<file path="src/rtl/cpu_trace_buffer_if.sv">
// cpu_trace_buffer_if: capture-side and readout-side signals of the trace buffer
interface cpu_trace_buffer_if #(
    parameter int ADDR_W  = 32,
    parameter int INSTR_W = 32,
    parameter int DATA_W  = 32,
    parameter int DEPTH   = 16,
    parameter int CNT_W   = $clog2(DEPTH) + 1,
    parameter int ENTRY_W = ADDR_W + INSTR_W + DATA_W + 9
);
    logic               enable;
    logic [ADDR_W-1:0]  pc;
    logic [INSTR_W-1:0] instr_out;
    logic [DATA_W-1:0]  result;
    logic [8:0]         ctrl;
    logic [1:0]         mode;
    logic               arm;
    logic               stop;
    logic [ADDR_W-1:0]  trig_pc;
    logic [CNT_W-1:0]   post_len;
    logic               rd_valid;
    logic               rd_ready;
    logic [ENTRY_W-1:0] rd_data;
    logic [CNT_W-1:0]   count;
    logic               overflow;
    logic               triggered;
    logic               busy;

    modport master (
        output enable, pc, instr_out, result, ctrl, mode, arm, stop, trig_pc, post_len, rd_ready,
        input  rd_valid, rd_data, count, overflow, triggered, busy
    );

    modport slave (
        input  enable, pc, instr_out, result, ctrl, mode, arm, stop, trig_pc, post_len, rd_ready,
        output rd_valid, rd_data, count, overflow, triggered, busy
    );
endinterface

</file>
<file path="src/rtl/cpu_trace_buffer.sv">
// cpu_trace_buffer: circular execution-trace capture with continuous, stop-when-full and pc-trigger modes
module cpu_trace_buffer #(
    parameter int ADDR_W  = 32,
    parameter int INSTR_W = 32,
    parameter int DATA_W  = 32,
    parameter int DEPTH   = 16,
    parameter int CNT_W   = $clog2(DEPTH) + 1,
    parameter int ENTRY_W = ADDR_W + INSTR_W + DATA_W + 9
) (
    input logic clk,
    input logic rst_n,
    cpu_trace_buffer_if.slave bus
);
    localparam int PTR_W = $clog2(DEPTH);

    typedef enum logic [1:0] {IDLE, CAPTURE, POST, DONE} state_t;

    state_t             state;
    logic [PTR_W-1:0]   wr_ptr;
    logic [PTR_W-1:0]   rd_ptr;
    logic [CNT_W-1:0]   cnt;
    logic [CNT_W-1:0]   post_cnt;
    logic [CNT_W-1:0]   post_len_q;
    logic [ADDR_W-1:0]  trig_q;
    logic [1:0]         mode_q;
    logic               overflow;
    logic               triggered;
    logic [ENTRY_W-1:0] mem [DEPTH];

    logic busy;
    logic full;
    logic wr_en;
    logic pop;

    assign busy  = state == CAPTURE || state == POST;
    assign full  = cnt == CNT_W'(DEPTH);
    assign wr_en = busy && bus.enable && !bus.arm;
    assign pop   = !busy && cnt != '0 && bus.rd_ready && !bus.arm;

    assign bus.busy      = busy;
    assign bus.count     = cnt;
    assign bus.overflow  = overflow;
    assign bus.triggered = triggered;
    assign bus.rd_valid  = !busy && cnt != '0;
    assign bus.rd_data   = cnt == '0 ? '0 : mem[rd_ptr];

    // Trace storage; contents are don't-care until written, so no reset
    always_ff @(posedge clk) begin
        if (wr_en) mem[wr_ptr] <= {bus.pc, bus.instr_out, bus.result, bus.ctrl};
    end

    // Capture FSM with pointer/count bookkeeping; arm overrides everything else
    always_ff @(posedge clk or negedge rst_n) begin
        if (!rst_n) begin
            state      <= IDLE;
            wr_ptr     <= '0;
            rd_ptr     <= '0;
            cnt        <= '0;
            post_cnt   <= '0;
            post_len_q <= '0;
            trig_q     <= '0;
            mode_q     <= 2'b00;
            overflow   <= 1'b0;
            triggered  <= 1'b0;
        end else if (bus.arm) begin
            state      <= CAPTURE;
            wr_ptr     <= '0;
            rd_ptr     <= '0;
            cnt        <= '0;
            post_cnt   <= '0;
            post_len_q <= bus.post_len;
            trig_q     <= bus.trig_pc;
            mode_q     <= bus.mode == 2'b11 ? 2'b00 : bus.mode;
            overflow   <= 1'b0;
            triggered  <= 1'b0;
        end else if (busy) begin
            if (bus.enable) begin
                wr_ptr <= wr_ptr + 1'b1;
                if (full) begin
                    rd_ptr   <= rd_ptr + 1'b1;
                    overflow <= 1'b1;
                end else begin
                    cnt <= cnt + 1'b1;
                end
                if (state == POST) begin
                    post_cnt <= post_cnt - 1'b1;
                    if (post_cnt == CNT_W'(1)) state <= DONE;
                end else if (mode_q == 2'b10 && bus.pc == trig_q) begin
                    triggered <= 1'b1;
                    post_cnt  <= post_len_q;
                    state     <= post_len_q == '0 ? DONE : POST;
                end else if (mode_q == 2'b01 && cnt == CNT_W'(DEPTH - 1)) begin
                    state <= DONE;
                end
            end
            if (bus.stop) state <= DONE;
        end else if (pop) begin
            rd_ptr <= rd_ptr + 1'b1;
            cnt    <= cnt - 1'b1;
        end
    end
endmodule
</file>
<file path="src/flat_wrapper.sv">
// flat-port wrapper written by rule: the top's interface ports become plain ports
module cpu_trace_buffer_flat 
#(
    parameter int ADDR_W  = 32,
    parameter int INSTR_W = 32,
    parameter int DATA_W  = 32,
    parameter int DEPTH   = 16,
    parameter int CNT_W   = $clog2(DEPTH) + 1,
    parameter int ENTRY_W = ADDR_W + INSTR_W + DATA_W + 9
)
  (clk, rst_n, bus_enable, bus_pc, bus_instr_out, bus_result, bus_ctrl, bus_mode, bus_arm, bus_stop, bus_trig_pc, bus_post_len, bus_rd_ready, bus_rd_valid, bus_rd_data, bus_count, bus_overflow, bus_triggered, bus_busy);
  cpu_trace_buffer_if #(.ADDR_W(ADDR_W), .INSTR_W(INSTR_W), .DATA_W(DATA_W), .DEPTH(DEPTH), .CNT_W(CNT_W), .ENTRY_W(ENTRY_W)) bus_i ();
  input logic clk;
  input logic rst_n;
  input wire logic [$bits(bus_i.enable)-1:0] bus_enable;
  input wire logic [$bits(bus_i.pc)-1:0] bus_pc;
  input wire logic [$bits(bus_i.instr_out)-1:0] bus_instr_out;
  input wire logic [$bits(bus_i.result)-1:0] bus_result;
  input wire logic [$bits(bus_i.ctrl)-1:0] bus_ctrl;
  input wire logic [$bits(bus_i.mode)-1:0] bus_mode;
  input wire logic [$bits(bus_i.arm)-1:0] bus_arm;
  input wire logic [$bits(bus_i.stop)-1:0] bus_stop;
  input wire logic [$bits(bus_i.trig_pc)-1:0] bus_trig_pc;
  input wire logic [$bits(bus_i.post_len)-1:0] bus_post_len;
  input wire logic [$bits(bus_i.rd_ready)-1:0] bus_rd_ready;
  output wire logic [$bits(bus_i.rd_valid)-1:0] bus_rd_valid;
  output wire logic [$bits(bus_i.rd_data)-1:0] bus_rd_data;
  output wire logic [$bits(bus_i.count)-1:0] bus_count;
  output wire logic [$bits(bus_i.overflow)-1:0] bus_overflow;
  output wire logic [$bits(bus_i.triggered)-1:0] bus_triggered;
  output wire logic [$bits(bus_i.busy)-1:0] bus_busy;
  assign bus_i.enable = bus_enable;
  assign bus_i.pc = bus_pc;
  assign bus_i.instr_out = bus_instr_out;
  assign bus_i.result = bus_result;
  assign bus_i.ctrl = bus_ctrl;
  assign bus_i.mode = bus_mode;
  assign bus_i.arm = bus_arm;
  assign bus_i.stop = bus_stop;
  assign bus_i.trig_pc = bus_trig_pc;
  assign bus_i.post_len = bus_post_len;
  assign bus_i.rd_ready = bus_rd_ready;
  assign bus_rd_valid = bus_i.rd_valid;
  assign bus_rd_data = bus_i.rd_data;
  assign bus_count = bus_i.count;
  assign bus_overflow = bus_i.overflow;
  assign bus_triggered = bus_i.triggered;
  assign bus_busy = bus_i.busy;
  cpu_trace_buffer #(.ADDR_W(ADDR_W), .INSTR_W(INSTR_W), .DATA_W(DATA_W), .DEPTH(DEPTH), .CNT_W(CNT_W), .ENTRY_W(ENTRY_W)) u_core (.clk(clk), .rst_n(rst_n), .bus(bus_i));
endmodule
</file>
<file path="config.mk">
export PLATFORM = sky130hd
export DESIGN_NAME = cpu_trace_buffer_flat
export DESIGN_NICKNAME = d
export VERILOG_FILES = /design/src/rtl/cpu_trace_buffer_if.sv /design/src/rtl/cpu_trace_buffer.sv /design/src/flat_wrapper.sv
export SDC_FILE = /design/constraint.sdc
export NUM_CORES = 1
export LEC_CHECK = 0
export BUFFER_PORTS_ARGS = -buffer_cell sky130_fd_sc_hd__buf_2
export CORE_UTILIZATION = 30
export CTS_CLUSTER_DIAMETER = 100
export DETAILED_ROUTE_END_ITERATION = 8
export GPL_TIMING_DRIVEN = 0
export SYNTH_ARGS = -nofsm -noshare
export SYNTH_HDL_FRONTEND = slang
export SYNTH_SLANG_ARGS = --single-unit
</file>
<file path="constraint.sdc">
create_clock -name clk -period 6.1 [get_ports clk]
set_input_delay 0.915 -clock clk [delete_from_list [all_inputs] [get_ports clk]]
set_output_delay 0.915 -clock clk [all_outputs]
set_load 0.05 [all_outputs]
</file>
==> summary.txt <==
Pwr
  – P per Cell Area: about 380 nW/um2
  – Gate power share: 0.216
  – Sw Share: 0.292
  – Sequential Power Share: 0.438
  – Leakage Power: around 24 nW
  – Worst vdd ir: ~300 uV
  – Switching Power: roughly 0.0088 W
  – Pint: between 0.02 and 0.025 W
  – Clock network power share: 0.346

GRT
  – Vias in the first global route: between 30,000 and 40,000
  – Initial antenna violation count: between 40 and 50
  – Global-route wire length before repair: ~250 mm
  – GRT Overall Usage: 0.161
  – Largest net degree at the start of global routing: 40
  – Overflow after GRT: 0

STA
  – Setup TNS: 0 ns
  – Clk_skew: about 0.05 ns
  – Worst slew pin tran: approximately 1.2 ns
  – Final hold slack: between 0.3 and 0.4 ns
  – Endpoints failing setup: 0
  – Fin. Hold Viols: 0
  – Final Critical Period: 5.62 ns
  – Crit share post-route: 0.922
  – RSZ-0062 raised after global routing: no
  – Max Clock Freq: 0.178 GHz
  – Worst rel slew slack: 0.190
  – Slew Viols, Final: 0

Worst setup path
  – R2r endpoint: u_core.mem[3][37]$_DFFE_PP_
  – Critical path class: reg2out
  – Arrival @ worst endpoint: ~4.7 ns
  – R2R setup slack: between 2 and 2.5 ns
  – Startpoint types: flop
  – RR Startpoint: u_core.state[0]$_DFFE_PN0P_
  – Worst R2R Path Depth: 9
  – Crit path required time: around 5.2 ns
  – CP Launch Point: u_core.rd_ptr[3]$_DFFE_PN0P_
  – Crit Path Max Fanout: 10
  – CP endpoint kind: output port

Synth
  – Cell taking the most area after synthesis: edfxtp_1
  – Synthesized cell area: 67,000 um2
  – Post-synth top area share: 0.753
  – Yosys warns: 0
  – Mux contribution to synthesized area: 0.183
  – Distinct cells, synth: between 40 and 50
  – Mapped Cells: about 2,800
  – Leading cell types by count after synthesis: 1,680 x edfxtp_1, 525 x mux4_2, 109 x nor2b_1
  – Post-Syn Nets: 2,939
  – Top FF cell, synth: edfxtp_1
  – Number of flops mapped to enable cells by yosys: around 1,700
  – Mean post-synth cell area: 24.1 um2
  – Largest cells by area after synthesis: edfxtp_1 75%, mux4_2 18%, dfrtp_1 2.3%, nor2b_1 1.0%, mux2_2 0.62%
  – Post-synthesis compound-gate area fraction: 0.00387
  – Post-Synth Simple-Gate Area: 0.0196
  – Most numerous cell in the Yosys netlist: edfxtp_1
  – Synth async-reset ratio: 0.0350
  – Yosys reg bits: between 1,500 and 2,000
  – Sequential share of the synthesized area: 0.776
  – Post-Synth Adder-Cell Area: 0.00235
  – Main combinational cell family by area after synthesis: multiplexers
  – Xor/xnor share of the synthesized area: 0.00497

CTS
  – CTS tree: built
  – Max clock buf depth: 3
  – H-tree levels: 4
  – Root cell of the clock tree: clkbuf_16
  – Resized Gates After CTS: 0
  – Clock-pin slew reported for the worst setup and hold paths after clock tree synthesis: approximately 0.06 ns
  – # hold bufs at CTS: 1
  – # Post-CTS Setup Buffers: 0
  – CTS buffer count: ~180
  – CTS Sinks: roughly 1,700
  – Latest clock arrival within the worst-skew pair: slightly above 0.8 ns

Detailed routing
  – Drt drc: 0
  – Routed WL: 182 mm
  – Vias per cell: around 4.9
  – WL per Instance: between 20 and 30 um
  – Pre-antenna DRT Iters: 6
  – Final ANT Viol Nets: 0
  – DR vias: between 30,000 and 40,000
  – 1st-iter DRT viols: around 3,200

Finish
  – Layout Nets: between 3,000 and 4,000
  – Area growth, synth to finish: 17.7%
  – FF+latch area: a little over 50,000 um2
  – Share of layout cells above drive strength 1: 0.350
  – Fin cells: 6,397
  – Fill cell count: 20,488
  – Multi-input gate area: around 14,000 um2

Floorplan
  – # IOs: 264
  – Die area: between 200,000 and 250,000 um2
  – Initial core utilization: 0.302
  – Overall die height: about 470 um
  – Cell Rows: approximately 170
  – Die width: around 470 um
  – Core area: approximately 220,000 um2

Placed design
  – DP Wirelength: about 110 mm
  – IO Port Bufs: around 260
  – Dpl cells: a little over 6,000
  – GPL Wtd Cong: approximately 0.73

Outcome
  – Status: completed

Worst hold path
  – Worst Hold End: u_core.trig_q[17]$_DFFE_PN0P_
  – Worst hold path depth: 2
  – Worst hold path type: in2reg
  – Hold Startpoint: bus_trig_pc[17]

Job
  – MaxCap Viol Count: 0
==> critical path: stages, from the launching register on <==
cell and delay, ns:
dfrtp_1 0.32, clkbuf_1 0.73, clkbuf_1 0.86, clkbuf_1 0.83, mux4_2 0.36, nor2b_1 0.43
buf_2 0.36
==> cell usage in the layout (no fill, tap or decap), types with 5 or more instances in the layout <==
cell        count
clkinv_2       27
buf_2         303
nand3_1        11
o21ai_0         9
nand2_1        12
nand2b_1       12
buf_1          18
bufinv_16       7
and2_4         16
diode_2        17
inv_16          5
edfxtp_1     1680
a21oi_1        10
clkbuf_2        5
dfrtp_1        61
mux4_2        525
buf_16         35
inv_1          16
clkbuf_8        8
nor4_1          5
clkbuf_16     180
buf_4           8
nand4_1        16
buf_12          9
clkinvlp_4      6
xnor2_1        34
mux2_2         37
clkinv_1       34
clkbuf_1      103
nor2b_1       109
nor2_1         23
nor3_1          7
ha_1           11
==> power by group through the flow <==
stage	Combinational, W	Sequential (W)	Clock [W]
2_1_floorplan	0.00446	0.0135	0
3_3_place_gp	0.00667	0.0135	0
3_5_place_dp	0.00674	0.0135	0
4_1_cts	0.00675	0.0133	0.0107
5_1_grt	0.00695	0.0133	0.0111
6_report	0.00654	0.0133	0.0105
==> flip-flops by register name (all words and copies together), names as in the netlist <==
register,cells
u_core.wr_ptr,4
u_core.post_len_q,5
u_core.mode_q,2
u_core.trig_q,32
u_core.bus.overflow,1
u_core.bus.count,5
u_core.post_cnt,5
u_core.mem,1680
u_core.bus.triggered,1
u_core.rd_ptr,4
u_core.state,2
==> worst max path at each step <==
stage	end	slack, ns	cells after the start
CTS	bus_rd_data[92]	0.25	6
global route	bus_rd_data[85]	0.30	6
finish	bus_rd_data[83]	0.48	6
detailed placement	bus_rd_data[92]	1.13	6
global placement	u_core.mem[10][28]$_DFFE_PP_	-2.61	7
floorplan	u_core.mem[8][0]$_DFFE_PP_	1.18	7
==> area by class of cell <==
type | count | area share
Sequential cell | 1741 | 0.659
Tap cell | 2975 | 0.0472
Buffer | 140 | 0.00811
Antenna cell | 17 | 0.000539
Clock inverter | 94 | 0.0104
Clock buffer | 226 | 0.0603
Inverter | 16 | 0.000761
Timing Repair Buffer | 308 | 0.0313
Multi-Input combinational cell | 880 | 0.182
==> kinds of logic (layout without fill, tap and decap cells) <==
kind of cell    Yosys count  in the layout
compound gates           40             40
mux                     565            565
other cells               0             17
buf+inv                 156            784
xor+xnor                 38             38
simple gates            225            225
fa+ha+maj                12             12
flops                  1741           1741
==> per-layer routing <==
layer | vias up | global-route usage | share of wire
met1 | 17290 | 0.221 | 0.43
met2 | 1013 | 0.264 | 0.49
li1 | 12888 | - | -
met3 | 239 | 0.0276 | 0.056
met5 | - | 0 | 0.00059
met4 | 16 | 0.0440 | 0.022
==> through the flow <==
stage | instance area, um2 | setup WS [ns] | utilization | total power (W)
floorplan | 67000 | 1.18 | - | 0.0180
global placement | 72000 | -2.61 | 0.324 | 0.0202
detailed placement | 73200 | 1.13 | 0.330 | 0.0203
CTS | 78800 | 0.247 | 0.355 | 0.0307
global route | 78800 | 0.302 | 0.355 | 0.0313
finish | 78900 | 0.478 | 0.355 | 0.0303
No activity file was read; power rests on OpenSTA's default activity.
